**src/rtl/fetch_unit.sv**
```systemverilog
`default_nettype none
// ============================================================================
// Module   : fetch_unit
// Brief    : Instruction-fetch stage. Owns the PC, addresses a combinational
//            instruction ROM and registers the fetched word into IF/ID.
//            Optional macro FETCH_PERF_CNT_EN adds fetch/stall counters.
// Revision : 1.0
// ============================================================================
module fetch_unit #(
    parameter logic [15:0] RESET_PC  = 16'h0000,
    parameter logic [15:0] HALT_WORD = 16'hFFFF,
    parameter logic [15:0] NOP_WORD  = 16'h0000
) (
    input  logic        clk,
    input  logic        rst,
    input  logic        stall,
    input  logic        flush,
    input  logic        redirect_valid,
    input  logic [15:0] redirect_target,
    output logic [15:0] imem_addr,
    input  logic [15:0] imem_data,
    output logic [15:0] if_instr,
    output logic [15:0] if_pc,
    output logic [15:0] if_pc_plus1,
    output logic        if_valid,
    output logic        halted
`ifdef FETCH_PERF_CNT_EN
    ,
    output logic [15:0] fetch_count,
    output logic [15:0] stall_count
`endif
);

    localparam logic [1:0] c_boot   = 2'd0;
    localparam logic [1:0] c_run    = 2'd1;
    localparam logic [1:0] c_halted = 2'd2;

    logic [1:0]  r_state;
    logic [1:0]  w_state_next;
    logic [15:0] r_pc;
    logic [15:0] r_if_instr;
    logic [15:0] r_if_pc;
    logic [15:0] r_if_pc_plus1;
    logic        r_if_valid;

    logic        w_load_target;
    logic        w_capture;
    logic        w_squash;
    logic        w_pc_inc;

    always_ff @(posedge clk or posedge rst) begin
        if (rst) begin
            r_state <= c_boot;
        end else begin
            r_state <= w_state_next;
        end
    end

    always_comb begin
        w_state_next = r_state;
        case (r_state)
            c_boot: w_state_next = c_run;
            c_run: begin
                if (!redirect_valid && !flush && !stall && (imem_data == HALT_WORD)) begin
                    w_state_next = c_halted;
                end
            end
            c_halted: begin
                if (redirect_valid) begin
                    w_state_next = c_run;
                end
            end
            default: w_state_next = c_boot;
        endcase
    end

    // Redirect outranks flush, flush outranks stall; in HALTED any unstalled
    // edge retires the halt word from IF/ID.
    always_comb begin
        w_load_target = 1'b0;
        w_capture     = 1'b0;
        w_squash      = 1'b0;
        w_pc_inc      = 1'b0;
        case (r_state)
            c_boot: begin
                w_load_target = redirect_valid;
            end
            c_run: begin
                w_load_target = redirect_valid;
                w_capture     = !redirect_valid && !flush && !stall;
                w_squash      = redirect_valid || flush;
                w_pc_inc      = !redirect_valid && !flush && !stall && (imem_data != HALT_WORD);
            end
            c_halted: begin
                w_load_target = redirect_valid;
                w_squash      = redirect_valid || flush || !stall;
            end
            default: begin
                w_load_target = 1'b0;
            end
        endcase
    end

    always_ff @(posedge clk or posedge rst) begin
        if (rst) begin
            r_pc          <= RESET_PC;
            r_if_instr    <= NOP_WORD;
            r_if_pc       <= 16'h0000;
            r_if_pc_plus1 <= 16'h0000;
            r_if_valid    <= 1'b0;
        end else begin
            if (w_load_target) begin
                r_pc <= redirect_target;
            end else if (w_pc_inc) begin
                r_pc <= r_pc + 16'd1;
            end

            if (w_capture) begin
                r_if_instr    <= imem_data;
                r_if_pc       <= r_pc;
                r_if_pc_plus1 <= r_pc + 16'd1;
                r_if_valid    <= 1'b1;
            end else if (w_squash) begin
                r_if_instr    <= NOP_WORD;
                r_if_valid    <= 1'b0;
            end
        end
    end

    assign imem_addr   = r_pc;
    assign if_instr    = r_if_instr;
    assign if_pc       = r_if_pc;
    assign if_pc_plus1 = r_if_pc_plus1;
    assign if_valid    = r_if_valid;
    assign halted      = (r_state == c_halted);

`ifdef FETCH_PERF_CNT_EN
    logic [15:0] r_fetch_count;
    logic [15:0] r_stall_count;
    logic        w_stall_evt;

    assign w_stall_evt = (r_state == c_run) && stall && !flush && !redirect_valid;

    always_ff @(posedge clk or posedge rst) begin
        if (rst) begin
            r_fetch_count <= 16'h0000;
            r_stall_count <= 16'h0000;
        end else begin
            if (w_capture && (r_fetch_count != 16'hFFFF)) begin
                r_fetch_count <= r_fetch_count + 16'd1;
            end
            if (w_stall_evt && (r_stall_count != 16'hFFFF)) begin
                r_stall_count <= r_stall_count + 16'd1;
            end
        end
    end

    assign fetch_count = r_fetch_count;
    assign stall_count = r_stall_count;
`endif

endmodule
`default_nettype wire

```
**config.mk**
```make
export PLATFORM = sky130hd
export DESIGN_NAME = fetch_unit
export DESIGN_NICKNAME = d
export VERILOG_FILES = /design/src/rtl/fetch_unit.sv
export SDC_FILE = /design/constraint.sdc
export NUM_CORES = 1
export LEC_CHECK = 0
export ABC_CLOCK_PERIOD_IN_PS = 3450
export CORE_ASPECT_RATIO = 1.25
export CORE_MARGIN = 8
export CORE_UTILIZATION = 50
export CTS_CLUSTER_DIAMETER = 50
export DETAILED_ROUTE_END_ITERATION = 7
export GPL_TIMING_DRIVEN = 1
export PLACE_DENSITY_LB_ADDON = 0.3
export SKIP_CTS_REPAIR_TIMING = 1
export SLEW_MARGIN = 20
export SYNTH_ARGS = -nofsm -noshare
export SYNTH_HDL_FRONTEND = slang
export SYNTH_SLANG_ARGS = --single-unit
```
**constraint.sdc**
```tcl
create_clock -name clk -period 3.45 [get_ports clk]
set_clock_uncertainty 0.15 [all_clocks]
set_input_delay 0.69 -clock clk [delete_from_list [all_inputs] [get_ports clk]]
set_output_delay 0.69 -clock clk [all_outputs]
set_load 0.01 [all_outputs]
```
# Word-level counts from Yosys, hierarchy flattened

Cells that the tools add are included.

Equality and inequality tests: 6
Add/subtract/negate cells: 1
Reductions and logical operators: 14
Mux-type cells: 13

Operator list:

| cell                                                 | count |
|---|---|
| 2-to-1 mux 16 bit                                    | 4 |
| adder 16 x 1 -> 16 bit (second input constant)       | 1 |
| equality test 16 bit (second input constant)         | 1 |
| inequality test 16 bit (second input constant)       | 1 |
| case mux 2 bit (3 select lines)                      | 1 |
| 2-to-1 mux 1 bit                                     | 5 |
| logical AND 1 bit                                    | 4 |
| 2-to-1 mux 2 bit                                     | 2 |
| inequality test 2 bit (second input constant)        | 2 |
| nonzero test 2 bit                                   | 2 |
| logical NOT 1 bit                                    | 3 |
| OR reduction 3 bit                                   | 1 |
| equality test 2 x 1 -> 1 bit (second input constant) | 1 |
| equality test 2 bit (second input constant)          | 1 |
| logical NOT 2 bit                                    | 1 |
| logical OR 1 bit                                     | 2 |
| case mux 1 bit (2 select lines)                      | 1 |
| AND reduction 2 bit                                  | 1 |

Bits of input ports: 37
Logic and storage cells: 40
Register bits: 67

# Logic depth before layout (Yosys ltp)

Depth in word-level cells: 7
Depth in mapped cells: 7
Depth with buffers taken out: 5

# Worst setup path after synthesis

OpenSTA, ideal clock, no wires.

Kind: input-to-reg
Start point: input imem_data[7]
End point: register r_pc[4], in the netlist imem_addr[4]
Library setup time: 0.130 ns
Path buffers: 2
Slack: 1.324 ns
Required time: 3.170 ns
Data arrival time: 1.846 ns
Cell stages on the path: 6
Cell sequence: nand4_1 > or4_1 > buf_6 > buf_6 > a211oi_1 > nor3_1

Longest elaborated chain between the ends: 4

Ends and longest elaborated chain:

| item                                | line | RTL |
|---|---|---|
| from (decl)                         | 21   | `input logic [15:0] imem_data,` |
| inequality test 16 bit              | 92   | `w_pc_inc = !redirect_valid && !flush && !stall && (imem_data != HALT_WORD);` |
| logical AND 1 bit                   | 92   |  |
| 2-to-1 mux 1 bit                    | 84   | `case (r_state)` |
| nonzero test 2 bit (no source line) | n/a  |  |
| to (signal assigned)                | 113  | `r_pc <= redirect_target;` |
| to (signal assigned)                | 115  | `r_pc <= r_pc + 16'd1;` |
| to (decl)                           | 40   | `logic [15:0] r_pc;` |

No other way between the ends.
A chain may end at the register's enable or synchronous reset.

# Worst setup path after layout

Start point: input imem_data[7]
End point: register r_pc[10], in the netlist imem_addr[10]

The elaborated chain is that of the path after synthesis.

==> run_results.csv <==
group,metric,value,unit
outcome,status,"finished, final reports clean",
timing,finalSetupTns,0,ns
worst_setup_path,worstPathRequired,3.54,ns
synth,synth_enable_flop_cells,0,
synth,synth_seq_cells,67,
grt,grt_antenna_before_repair,0,
cells_and_area,register_area,1680,sq um
grt,grt_start_max_net_pins,64,
cells_and_area,layout-drive-gt1-share,6.93,%
cells_and_area,fin_area,4540,sq um
cells_and_area,area_delta_synth_final,36.0,%
route,vias,2920,
power_and_ir_drop,powerDensity,678,nW/um^2
grt,grt_pass1_vias,2889,
timing,grt_setup_unrepaired,"false",
timing,fin_crit,2.72,ns
synth,syn_avg_cell_area,9.81,sq um
grt,grt_usage,19.0,%
floorplanning,fp.dieH,107,microns
route,wl,8920,microns
synth,post_synth_num_cell_types,47,
floorplanning,dieWidth,89.1,microns
min_path,hold_class,"reg -> reg",
timing,fmax,0.368,GHz
floorplanning,initial_utilization,51.1,%
grt,grt_first_pass_wirelength,14100,microns
placed_design,place_area,4370,sq um
route,firstDrtPassIters,4,
grt,use_met2,31.2,%
power_and_ir_drop,total_power,3080,uW
cells_and_area,multi_input_area,1460,sq um
clock_network,worst_skew_pair.late_latency,0.34,ns
grt,busiest_layer,"met2",
synth,yosys_warnings,0,
cells_and_area,fill_cells,547,
clock_network,clkSinkCount,67,
floorplanning,fp.coreArea,6520,sq um
clock_network,cts-root-buf,"clkbuf_8",
clock_network,clk_pin_slew,0.07,ns
clock_network,clk_path_buf_depth,2,
floorplanning,num_io_pins,103,
placed_design,place_hpwl,6410,microns
placed_design,io_buffers,102,
timing,post-route-period-util,78.8,%
synth,synth-main-ff-cell,"dfrtp_1",
timing,finalMaxSlewViolations,0,
grt,overflow,0,
synth,synthCells,340,
worst_setup_path,crit_fanout,19,
route,first_iter_violations,160,
timing,fin_ws,0.733,ns
grt,use_met1,21.8,%
worst_setup_path,r2r.worst_path.cells,5,
cells_and_area,antennaDiodeCount,0,
placed_design,place_congestion,0.878,
synth,synth_nets,382,
clock_network,h-tree-depth,3,
flow_run,cap_violations,0,
worst_setup_path,crit_type,"in -> reg",
timing,slew_headroom,45.5,%
timing,tightest_slew,0.818,ns
worst_setup_path,cp.arrival,2.80,ns
clock_network,cts_tree,"built",
synth,async_reset_ff_share,100,%
route,routed_via_density,5.62,
power_and_ir_drop,p_leak,0.00191,uW
route,drc_errors,0,
power_and_ir_drop,peakVddDrop,0.406,mV
route,avgRoutedWirePerCell,17.2,microns
worst_setup_path,worstSetupEndpointType,"flip-flop",
min_path,hold_depth,2,
timing,hold_viol,0,
floorplanning,dieArea,9560,sq um
timing,finalSetupViolCount,0,
synth,netlist_area,3340,sq um
floorplanning,num_rows,33,
route,antenna_left,0,
synth,synth-seq-area-share,50.3,%
placed_design,preCtsSetupSlack,0.376,ns
clock_network,numCtsBuffers,9,
worst_setup_path,start_kind,"input port",
grt,gr-usage-met3,7.03,%
cells_and_area,nNetsFinal,472,
## path summary, 6_finish.rpt
| path | startpoint | to | slack, ns |
|---|---|---|---|
| setup / recovery | imem_data[7] | imem_addr[10] | 0.73 |
| hold / removal | if_pc[11] | if_pc[11] | 0.33 |
| setup reg to reg | imem_addr[0] | imem_addr[12] | 1.15 |
| hold reg to reg | if_pc[11] | if_pc[11] | 0.33 |
| max in group asynchronous | rst | if_valid | 1.96 |
| min in group asynchronous | rst | imem_addr[4] | 0.50 |
## sequential cells by signal, summed over array words and instances (netlist names)
name / flops
if_instr: 16
if_pc: 16
if_pc_plus1: 16
if_valid: 1
imem_addr: 16
r_state: 2
## cell type report
cell class,count,area share [%]
Clock buffer,11,3.34
Sequential cell,67,36.9
Multi-Input combinational cell,235,32.2
Clock inverter,3,0.331
Timing Repair Buffer,108,24.0
Inverter,9,0.744
Tap cell,87,2.40
## Yosys cell counts, types with 2 or more instances
master	count	share of area, %
nor3_1	7	1.1
dfrtp_1	67	50
o21ai_0	18	2.7
xor2_1	4	1.1
nor2_1	23	2.6
a31oi_1	5	0.94
nand2b_1	3	0.56
and4_1	4	1.1
a21o_1	2	0.45
buf_4	5	1.1
ha_1	5	1.9
clkbuf_1	12	1.4
inv_1	9	1.0
buf_2	5	0.75
or4_1	2	0.45
a21oi_1	8	1.2
a22o_1	16	4.2
nor4_1	15	2.8
buf_6	4	1.4
nor4b_1	5	1.3
nand2_1	58	6.5
nand3_1	8	1.2
o32ai_1	2	0.53
nand4_1	9	1.7
clkbuf_2	2	0.30
a211oi_1	12	2.7
xnor2_1	10	2.6
## per-layer routing
layer / vias up / share of wire (%)
met2: 102 / 50
met3: 18 / 8.1
met5: - / 0
li1: 1398 / -
met4: 0 / 2.2
met1: 1402 / 40
## power by group
part | internal (uW) | switching, uW
Clock | 288 | 281
Combinational | 705 | 538
Sequential | 1060 | 204
Total | 2060 | 1020
## placed cells by master (no fill, tap or decap), drive strengths merged, types with 2 or more instances in the layout
cell	count
clkdlybuf4s50	102
nand2b	3
buf	6
nand2	58
and4	6
xor2	4
a21o	2
o21ai	18
inv	9
xnor2	10
nor4	15
o32ai	2
nor4b	6
clkbuf	11
nand3	8
nor2	23
clkinv	3
dfrtp	67
a22o	17
nor3	7
a31oi	5
a211oi	12
a21oi	8
nand4	10
or4	3
ha	5
## critical path, stage by stage
cell and delay, ns:
clkdlybuf4s50_1 0.48, nand4_1 0.16, or4_1 0.88, and4_1 0.31, nor4_1 0.28
## kinds of logic (layout without fill, tap and decap cells)
logic type                 count (synthesis)  after routing  share of synthesized area [%]
AOI/OAI and AO/OA                         71             71                           15.0
xor gates and xnor gates                  14             14                           3.68
adders and majority gates                  5              5                           1.88
buffers and inverters                     38            131                           6.11
DFF                                       67             67                           50.3
muxes                                      2              2                          0.638
and+or+nand+nor                          143            143                           22.4
## through the flow
stage	util, %	cells	hold WS (ns)
detailed placement	67.0	506	0.311
CTS	69.6	520	0.328
global route	69.6	520	0.348
finish	69.6	520	0.326
floorplan	-	340	0.364
global placement	67.0	506	0.307
Power figures use the tool's default switching activity.
==> RTL edit, RTL diff (same settings) <==
The parameter `HALT_WORD` goes from 16'hFFFF to 16'h8000.
--- a/src/rtl/fetch_unit.sv
+++ b/src/rtl/fetch_unit.sv
@@ -8,7 +8,7 @@
 // ============================================================================
 module fetch_unit #(
     parameter logic [15:0] RESET_PC  = 16'h0000,
-    parameter logic [15:0] HALT_WORD = 16'hFFFF,
+    parameter logic [15:0] HALT_WORD = 16'h8000,
     parameter logic [15:0] NOP_WORD  = 16'h0000
 ) (
     input  logic        clk,
Function: changed (a bounded check fails within 4 cycles, from zero or initial values and one cycle with rst high).
==> RTL edit against the original RTL <==
Design area down 1.5%; combinational power up 5%; setup slack worse by 0.010 ns; synthesized area down 4.0%; largest power group is now combinational cells; sequential cell count unchanged; power up 3.7%; routed wire length down 0.56%; register-to-register slack worse by 0.28 ns.
==> RTL edit: results (changes against the original RTL) <==
| Metric | Value |
|---|---|
| R2R depth | `8 (was 5)` |
| Post-synthesis sequential area ratio | `0.524 (was 0.503)` |
| Bufs w/o clock | `110 (was 108)` |
| Synth top cells by count | `67 x dfrtp_1, 26 x nor2_1, 23 x nor3_1 (was 67 x dfrtp_1, 58 x nand2_1, 23 x nor2_1)` |
| Compound-Gate Fraction of Synth Area | `0.147 (was 0.150)` |
| Dpl ws | `0.364 ns (was 0.376 ns)` |
| Fill cell count | `472 (was 547)` |
| Seq cells | `67 (unchanged)` |
| Met1 WL | `3700 µm (was 3560 µm)` |
| Mux cell area share after synthesis | `0.0723 (was 0.00638)` |
| Invs w/o clock | `7 (was 9)` |
| DR WL/cell | `18.3 µm (was 17.2 µm)` |
| Multi-input comb cells | `200 (was 235)` |
| Post-Syn Instances | `298 (was 340)` |
| RR Endpoint | `imem_addr[15]$_DFFE_PP0P_ (was imem_addr[12]$_DFFE_PP0P_)` |
| Synth top area cells | `dfrtp_1 52%, mux2_2 6.0%, a22o_1 4.4% (was dfrtp_1 50%, nand2_1 6.5%, a22o_1 4.2%)` |
| P_leak | `1.81 nW (was 1.91 nW)` |
| Hold path start | `if_instr[1]$_DFFE_PP0P_ (was if_pc[11]$_DFFE_PP0P_)` |
| GRT met1 Usage | `0.252 (was 0.218)` |
| Switching part of the total | `0.332 (about the same)` |
| Total routed wirelength | `8870 µm (was 8920 µm)` |
| Maximum net fanout on the critical path | `18 (was 19)` |
| Metal3 WL | `671 µm (was 722 µm)` |
| Clock power frac | `0.193 (was 0.185)` |
| Avg Vias per Cell | `5.79 (was 5.62)` |
| Signal buffers share of area | `0.242 (was 0.240)` |
| Syn_nets | `340 (was 382)` |
| Final Util | `0.725 (was 0.696)` |
| Final Net Count | `437 (was 472)` |
| HPWL after DPL | `6320 µm (was 6410 µm)` |
| Vias in the first global route | `2844 (was 2889)` |
| Outcome | `finished, final reports clean (unchanged)` |
| 1st-iter DRT viols | `178 (was 160)` |
| Share of layout cells above drive strength 1 | `0.113 (was 0.0693)` |
| Cells after DPL | `469 (was 506)` |
| Fraction of standard cell area in multi-input logic | `0.311 (was 0.322)` |
| Critical path arrival | `2.82 ns (was 2.80 ns)` |
| Grt met3 use | `0.0420 (was 0.0703)` |
| Worst Hold Path Cells | `1 (was 2)` |
| Met2 wire len | `4310 µm (was 4440 µm)` |
-- RTL edit: cell types whose count changed after synthesis, sizes merged, moves of 4 or more --
cell | before | now
nor4 | 15 | 8
a21oi | 8 | 15
and3 | 0 | 9
clkbuf | 15 | 19
nor3 | 7 | 23
o21ai | 18 | 5
nand2 | 58 | 5
o32ai | 2 | 7
a211oi | 12 | 2
mux2 | 1 | 17
nor4b | 6 | 1
buf | 14 | 5
nand4 | 10 | 6
-- RTL edit: how the worst max path moves through the flow --
stage                                endpoint  slack [ns]  depth (start not counted)
floorplan             if_instr[0]$_DFFE_PP0P_        0.93                          1
global placement    imem_addr[14]$_DFFE_PP0P_        0.41                          5
detailed placement  imem_addr[15]$_DFFE_PP0P_        0.36                          5
CTS                 imem_addr[14]$_DFFE_PP0P_        0.74                          5
global route         imem_addr[5]$_DFFE_PP0P_        0.58                          5
finish              imem_addr[15]$_DFFE_PP0P_        0.72                          5
